===== src/rtl/video_pixel_aligner.sv =====
// video_pixel_aligner: locks an upstream pixel stream (with start-of-frame
// marker) to the raster from the timing generator, buffering pixels in a
// small FIFO and emitting registered sync/de/pixel/coordinates plus error
// pulses for underflow, frame misalignment and wrong line length.
module video_pixel_aligner #(
    parameter int H_ACTIVE   = 1280,
    parameter int V_ACTIVE   = 720,
    parameter int PIX_W      = 24,
    parameter int FIFO_DEPTH = 4
) (
    input  logic                        clk,
    input  logic                        rst,
    input  logic                        hsync_in,
    input  logic                        vsync_in,
    input  logic                        de_in,
    input  logic                        s_valid,
    output logic                        s_ready,
    input  logic [PIX_W-1:0]            s_data,
    input  logic                        s_sof,
    output logic                        hsync,
    output logic                        vsync,
    output logic                        data_en,
    output logic [PIX_W-1:0]            pixel,
    output logic [$clog2(H_ACTIVE)-1:0] x,
    output logic [$clog2(V_ACTIVE)-1:0] y,
    output logic                        underflow,
    output logic                        resync,
    output logic                        geom_err
);

    localparam int XW = $clog2(H_ACTIVE);
    localparam int YW = $clog2(V_ACTIVE);
    localparam int CW = XW + 1;             // line counter with room to exceed H_ACTIVE
    localparam int AW = $clog2(FIFO_DEPTH);
    localparam int OW = AW + 1;

    typedef enum logic [1:0] {HUNT, ARMED, RUN} state_t;

    state_t            state, state_n;
    logic [PIX_W:0]    mem [FIFO_DEPTH];
    logic [AW-1:0]     wr_ptr, rd_ptr;
    logic [OW-1:0]     occ;
    logic              full, empty;
    logic              push, pop, flush;
    logic              under_d, resync_d;
    logic [PIX_W-1:0]  pix_d;
    logic [PIX_W:0]    head;
    logic [CW-1:0]     cnt;
    logic [YW-1:0]     y_in;
    logic              de_d, vs_d;
    logic              de_fall, vs_rise, at_origin;

    assign full      = (occ == OW'(FIFO_DEPTH));
    assign empty     = (occ == '0);
    assign head      = mem[rd_ptr];
    assign de_fall   = de_d && !de_in;
    assign vs_rise   = vsync_in && !vs_d;
    assign at_origin = (cnt == '0) && (y_in == '0);

    // Upstream ready: always open while hunting, otherwise limited by room.
    always_comb begin
        s_ready = !rst && ((state == HUNT) || !full);
    end

    // State register.
    always_ff @(posedge clk) begin
        if (rst) state <= HUNT;
        else     state <= state_n;
    end

    // Next state, FIFO push/pop/flush and the pixel/error values to register.
    always_comb begin
        state_n  = state;
        push     = 1'b0;
        pop      = 1'b0;
        flush    = 1'b0;
        under_d  = 1'b0;
        resync_d = 1'b0;
        pix_d    = '0;
        case (state)
            HUNT: begin
                // Non-sof beats are acknowledged but never written.
                if (s_valid && s_sof) begin
                    push    = 1'b1;
                    state_n = ARMED;
                end
            end
            ARMED: begin
                push = s_valid && !full;
                if (vs_rise) state_n = RUN;
            end
            RUN: begin
                push = s_valid && !full;
                if (de_in) begin
                    if (empty) begin
                        under_d = 1'b1;
                        flush   = 1'b1;
                        state_n = HUNT;
                    end else if (head[PIX_W] != at_origin) begin
                        resync_d = 1'b1;
                        flush    = 1'b1;
                        state_n  = HUNT;
                    end else begin
                        pop   = 1'b1;
                        pix_d = head[PIX_W-1:0];
                    end
                end
            end
            default: state_n = HUNT;
        endcase
    end

    // FIFO storage; stale contents are harmless since pointers gate reads.
    always_ff @(posedge clk) begin
        if (push) mem[wr_ptr] <= {s_sof, s_data};
    end

    // FIFO pointers and occupancy; a flush also drops any same-cycle push.
    always_ff @(posedge clk) begin
        if (rst || flush) begin
            wr_ptr <= '0;
            rd_ptr <= '0;
            occ    <= '0;
        end else begin
            if (push) wr_ptr <= wr_ptr + AW'(1);
            if (pop)  rd_ptr <= rd_ptr + AW'(1);
            occ <= occ + OW'(push) - OW'(pop);
        end
    end

    // Input raster tracking: column/row counters, edge history, line length check.
    always_ff @(posedge clk) begin
        if (rst) begin
            cnt      <= '0;
            y_in     <= '0;
            de_d     <= 1'b0;
            vs_d     <= 1'b0;
            geom_err <= 1'b0;
        end else begin
            de_d     <= de_in;
            vs_d     <= vsync_in;
            geom_err <= 1'b0;
            if (de_in) begin
                if (cnt != '1) cnt <= cnt + CW'(1);
            end else if (de_d) begin
                cnt      <= '0;
                geom_err <= (cnt != CW'(H_ACTIVE));
            end
            if (vs_rise)      y_in <= '0;
            else if (de_fall) y_in <= (y_in == YW'(V_ACTIVE - 1)) ? '0 : y_in + YW'(1);
        end
    end

    // Registered outputs to the encoder.
    always_ff @(posedge clk) begin
        if (rst) begin
            hsync     <= 1'b0;
            vsync     <= 1'b0;
            data_en   <= 1'b0;
            pixel     <= '0;
            x         <= '0;
            y         <= '0;
            underflow <= 1'b0;
            resync    <= 1'b0;
        end else begin
            hsync     <= hsync_in;
            vsync     <= vsync_in;
            data_en   <= de_in;
            pixel     <= pix_d;
            x         <= cnt[XW-1:0];
            y         <= y_in;
            underflow <= under_d;
            resync    <= resync_d;
        end
    end

endmodule


===== config.mk =====
export PLATFORM = sky130hd
export DESIGN_NAME = video_pixel_aligner
export DESIGN_NICKNAME = d
export VERILOG_FILES = /design/src/rtl/video_pixel_aligner.sv
export SDC_FILE = /design/constraint.sdc
export NUM_CORES = 1
export LEC_CHECK = 0
export BUFFER_PORTS_ARGS = -buffer_cell sky130_fd_sc_hd__buf_2
export CAP_MARGIN = 20
export CELL_PAD_IN_SITES_DETAIL_PLACEMENT = 2
export CELL_PAD_IN_SITES_GLOBAL_PLACEMENT = 2
export CORE_MARGIN = 5
export CORE_UTILIZATION = 41
export CTS_BUF_LIST = sky130_fd_sc_hd__clkbuf_4
export CTS_CLUSTER_SIZE = 28
export DETAILED_ROUTE_END_ITERATION = 6
export PLACE_DENSITY_LB_ADDON = 0.1
export REMOVE_ABC_BUFFERS = 1
export SYNTH_ARGS = -nofsm -noshare
export SYNTH_HDL_FRONTEND = slang
export SYNTH_SLANG_ARGS = --single-unit

===== constraint.sdc =====
create_clock -name clk -period 6.05 [get_ports clk]
set_input_delay 0.605 -clock clk [delete_from_list [all_inputs] [get_ports clk]]
set_output_delay 0.605 -clock clk [all_outputs]
set_load 0.03 [all_outputs]

Word level (Yosys, flattened, before mapping)

Memory sizes are Yosys's and may differ from the RTL's. A register that Yosys moved wholly into a read port is not among the register bits.
Cells that the tools add are included.

Bits in registers: 82
Bits in writable memories: 100
Input bits: 31
Output and inout bits: 52
Logic and storage cells: 87
Memories: 1

Add/sub/neg operators: 6
Equal/unequal tests: 12
Multiplexer cells: 25
Bitwise logic cells: 3
Reductions and logical operators: 25

Memories:

| name | depth | bits a word | read ports | clocked after memory_dff | wr ports | line | RTL |
|---|---|---|---|---|---|---|---|
| mem  | 4     | 25          | 1          | 1                        | 1        | 40   | `logic [PIX_W:0] mem [FIFO_DEPTH];` |

Operators with widths:

| cell                                                    | count |
|---|---|
| two-way mux 12 bit                                      | 3 |
| two-way mux 2 bit                                       | 7 |
| adder 12 x 1 -> 12 bit, second input constant           | 1 |
| zero test 12 bit                                        | 1 |
| two-way mux 1 bit                                       | 12 |
| inequality test 12 x 11 -> 1 bit, second input constant | 1 |
| inequality test 12 bit, second input constant           | 1 |
| adder 10 x 1 -> 10 bit, second input constant           | 1 |
| equality test 10 bit, second input constant             | 1 |
| zero test 10 bit                                        | 1 |
| two-way mux 10 bit                                      | 1 |
| logical AND 1 bit                                       | 6 |
| one-hot mux 2 bit (3 select lines)                      | 1 |
| OR reduction 3 bit                                      | 2 |
| OR reduction 5 bit                                      | 1 |
| adder 2 x 1 -> 2 bit, second input constant             | 2 |
| zero test 1 bit                                         | 4 |
| inequality test 2 x 1 -> 1 bit, second input constant   | 2 |
| inequality test 2 bit, second input constant            | 2 |
| AND reduction 4 bit                                     | 1 |
| OR reduction 2 bit                                      | 2 |
| OR reduction 4 bit                                      | 1 |
| adder 3 x 1 -> 3 bit                                    | 1 |
| equality test 3 bit, second input constant              | 1 |
| 12 further kinds                                        | 15 |

Depth between registers and ports, before layout

Depth in word-level cells: 9
Gate-level depth with buffers: 14
Gate-level depth less buffers: 14

Least setup slack after synthesis

No wires, ideal clock.

Path type: reg2reg
Start point: register with a tool-made name
End point: register occ[2]
Setup time: 0.086 ns
Arrival: 3.098 ns
Required time: 5.964 ns
Slack: 2.867 ns
Stages on the path, launching flop included: 14
Buffers on the path: 1
Period minus slack after synthesis: 3.183 ns
Path through: dfxtp_1 buf_2 mux4_2 or4_4 nand3_4 nor2_1 ha_1 inv_1 ha_1 inv_1 fa_1 xor2_1 xnor2_1 a211oi_1

RTL lines:

| element              | line | RTL |
|---|---|---|
| to (signal assigned) | 127  | `occ <= occ + OW'(push) - OW'(pop);` |
| to (decl)            | 42   | `logic [OW-1:0] occ;` |

Worst setup path in the final report

Start point: register y_in[0]
End point: register occ[2]

Longest elaborated chain between the ends: 8
Elaborated cells between the ends (all ways): 13
Those cells by class: add/sub: 1; eq/ne: 1; mux: 8; reduce/logical: 3

RTL lines:

| element                   | line | RTL |
|---|---|---|
| from (decl)               | 49   | `logic [YW-1:0] y_in;` |
| from (signal assigned)    | 150  | `else if (de_fall) y_in <= (y_in == YW'(V_ACTIVE - 1)) ? '0 : y_in + YW'(1);` |
| zero test 10 bit          | 58   | `assign at_origin = (cnt == '0) && (y_in == '0);` |
| logical AND 1 bit         | 58   |  |
| inequality test 1 bit     | 99   | `end else if (head[PIX_W] != at_origin) begin` |
| two-way mux 1 bit         | 99   |  |
| two-way mux 1 bit         | 95   | `if (empty) begin` |
| two-way mux 1 bit         | 94   | `if (de_in) begin` |
| two-way mux 1 bit         | 80   | `case (state)` |
| via pop                   | 44   | `logic push, pop, flush;` |
| subtractor 3 x 1 -> 3 bit | 127  |  |

The timed path passes the listed nets, and every way through them passes these cells.
A chain may end at the register's enable or synchronous reset.

==> impl_metrics.ini <==
[outcome]
status = completed

[routing]
final_antenna_net_count = 0
routed.top_layer = met4
drt_wl_total_um = 15810
drt-met1-wl_um = 6379
avgRoutedWirePerCell_um = 20.21
drt_iter0_drc = 150
vias = 3913
vias_per_cell = 5.004
routed-wl-met2_um = 8810
remaining_drc_errors = 0
met3_length_um = 430
firstDrtPassIters = 4

[pwr]
power_leakage_nw = 2.824
ir_worst_vdd_mv = 0.1231
p_per_area_nw_per_um2 = 328.6

[global_routing]
antenna_found_initial = 1
grt_max_degree = 39
gr-total-overflow = 0
grt_usage = 0.1716
grt_pass1_vias = 4548
grt_pass1_wl_um = 25630

[critical_path]
cp-startpoint = y_in[0]
slowest_stage = or4_4
timing.critical_path.to_type = flop
crit_buf_inv = 3
cp_top_family = simple AND/OR/NAND/NOR gates
crit_fanout = 10
path_depth = 14
critPathKind = reg2reg
cp-endpoint = occ[2]
start_kind = flop
worstRegToRegCells = 14
arrival_ns = 3.93
cp.required_ns = 6.52
ff2ff_setup_slack_ns = 2.59
r2r-end = occ[2]
r2r-start = y_in[0]
max_stage_delay_ns = 0.56
path_cells = inv_1, ha_1, or4b_4, or4_4, nand3_4, nor2_1, ha_1, inv_1, ha_1, inv_1, fa_1, xor2_1, xnor2_1, a211oi_1

[floorplan]
core-area_um2 = 16410
die_h_um = 138.8
die_x_um = 138.8
initial_core_util = 0.4147
ios = 83
die_area_um2 = 19270
row_count = 47

[yosys]
synth_ff_type = edfxtp_1
syn_inst = 458
ys_async_sr_fraction = 0
yosys-top-cells-area = edfxtp_1 (44%), dfxtp_1 (25%), mux4_2 (8.3%)
synth-edff-count = 100
avgSynthCellArea_um2 = 14.86
synth_top_area_frac = 0.4413
synth_most_common_cell = edfxtp_1
synthTopCellsByCount = edfxtp_1 (100), dfxtp_1 (84), nor2b_1 (45), nor2_1 (31)
yosys.area.top_type = edfxtp_1
ys_ff_latch = 184
syn_area_um2 = 6804
synth_cell_types = 46
seq_area_frac_synth = 0.6885
yosysWarnings = 0

[hold_path]
holdCritPathClass = in2reg

[clock_network]
hold_buffers = 0
numCtsBuffers = 17
clock_latency_ns = 0.56
htreeDepth = 4
tritoncts = yes
clock_sinks = 184
clock_path_buffers = 2
cts_resized = 0
cts_setup_buffers = 0
root_buffer = clkbuf_4
clkTransAtPathRegs_ns = 0.15

[cells_and_area]
syn2layout_area_growth_pct = 14.51
fin_area_um2 = 7791
drive_gt1_frac = 0.2745
fillers = 1558
finalNetCount = 595

[placed_design]
io_buffer_count = 82
place.detailed.hpwl_um = 10760
dpl_cell_area_um2 = 7458
gp_congestion = 0.7831

[timing]
hold_ws_ns = 0.2549
rsz0062_at_grt = false
hold_violations = 0
fmax_mhz = 289.3
drv_slew = 0
fin_crit_sh = 0.5714
tns_ns = 0
setup_violations = 0
clock_skew_ns = 0.01596
slew_headroom = 0.4108
worst_pin_slew_ns = 0.8742
fin_crit_ns = 3.457

[job]
cap_violations = 0
## through the flow
step / setup slack, ns / power (mW) / utilization / instances
after floorplan: 2.036 / 1.713 / - / 440
after global placement: 2.814 / 1.815 / 0.4546 / 749
after detailed placement: 2.598 / 1.846 / 0.4546 / 749
after CTS: 2.551 / 2.605 / 0.4747 / 781
after global routing: 2.418 / 2.696 / 0.4749 / 782
final: 2.593 / 2.560 / 0.4749 / 782
## worst min path at each step
stage	from	endpoint	slack (ns)	cells after the start
detailed placement	y_in[1]	y_in[1]	0.50	2
CTS	s_data[20]	mem[1][20]	0.18	1
finish	s_data[20]	mem[0][20]	0.25	1
floorplan	y_in[1]	y[1]	0.46	2
global placement	y_in[1]	y_in[1]	0.48	2
global route	s_data[20]	mem[1][20]	0.20	1
## cells in the final DEF (no fill, tap or decap), drive strengths merged, types with 6 or more instances in the layout
cell,n
edfxtp,100
buf,89
dfxtp,84
nor2b,45
nor2,31
nand2,25
mux4,25
inv,19
clkbuf,18
ha,15
a21oi,13
nor3,8
nand3,8
a211oi,7
xnor2,7
xor2,6
and2,6
## state kept, by name, indices dropped and copies added (netlist names), 2 cells and up, named ones only
register and cells:
mem 100, pixel 24, cnt 12, x 11, y 10, y_in 10
occ 3, rd_ptr 2, state 2, wr_ptr 2
## metal layers
metal | vias up | GRT usage
met5 | - | 0
met4 | 0 | 0.05407
met3 | 13 | 0.03655
met2 | 58 | 0.3201
met1 | 2005 | 0.1958
li1 | 1837 | -
## kinds of logic (layout without fill, tap and decap cells)
family | count (synthesis) | in the layout | share of synthesized area
DFF | 184 | 184 | 0.6885
and+or+nand+nor | 147 | 147 | 0.1171
AOI/OAI and AO/OA | 34 | 34 | 0.03568
buffers and inverters | 34 | 137 | 0.02133
muxes | 30 | 30 | 0.09011
adders and majority gates | 16 | 16 | 0.03053
xor gates and xnor gates | 13 | 13 | 0.01673
other | 0 | 1 | 0
## power breakdown
| part | leakage [nW] | internal [mW] | switching (mW) |
|---|---|---|---|
| Clock | 0.167 | 0.336 | 0.416 |
| Sequential | 1.59 | 1.43 | 0.0435 |
| Combinational | 1.07 | 0.138 | 0.197 |
| Total | 2.82 | 1.90 | 0.657 |
## layout make-up
type	count	area, um2	area share
antenna	1	2.502	0.0003212
clock buffer	18	135.1	0.01734
clock inverter	14	195.2	0.02505
inverter	16	60.06	0.007708
multi-input combinational	240	1974	0.2534
sequential	184	4686	0.6014
tap	220	275.3	0.03533
timing repair buffer	89	462.9	0.05942
(Power assumes the default switching activity.)
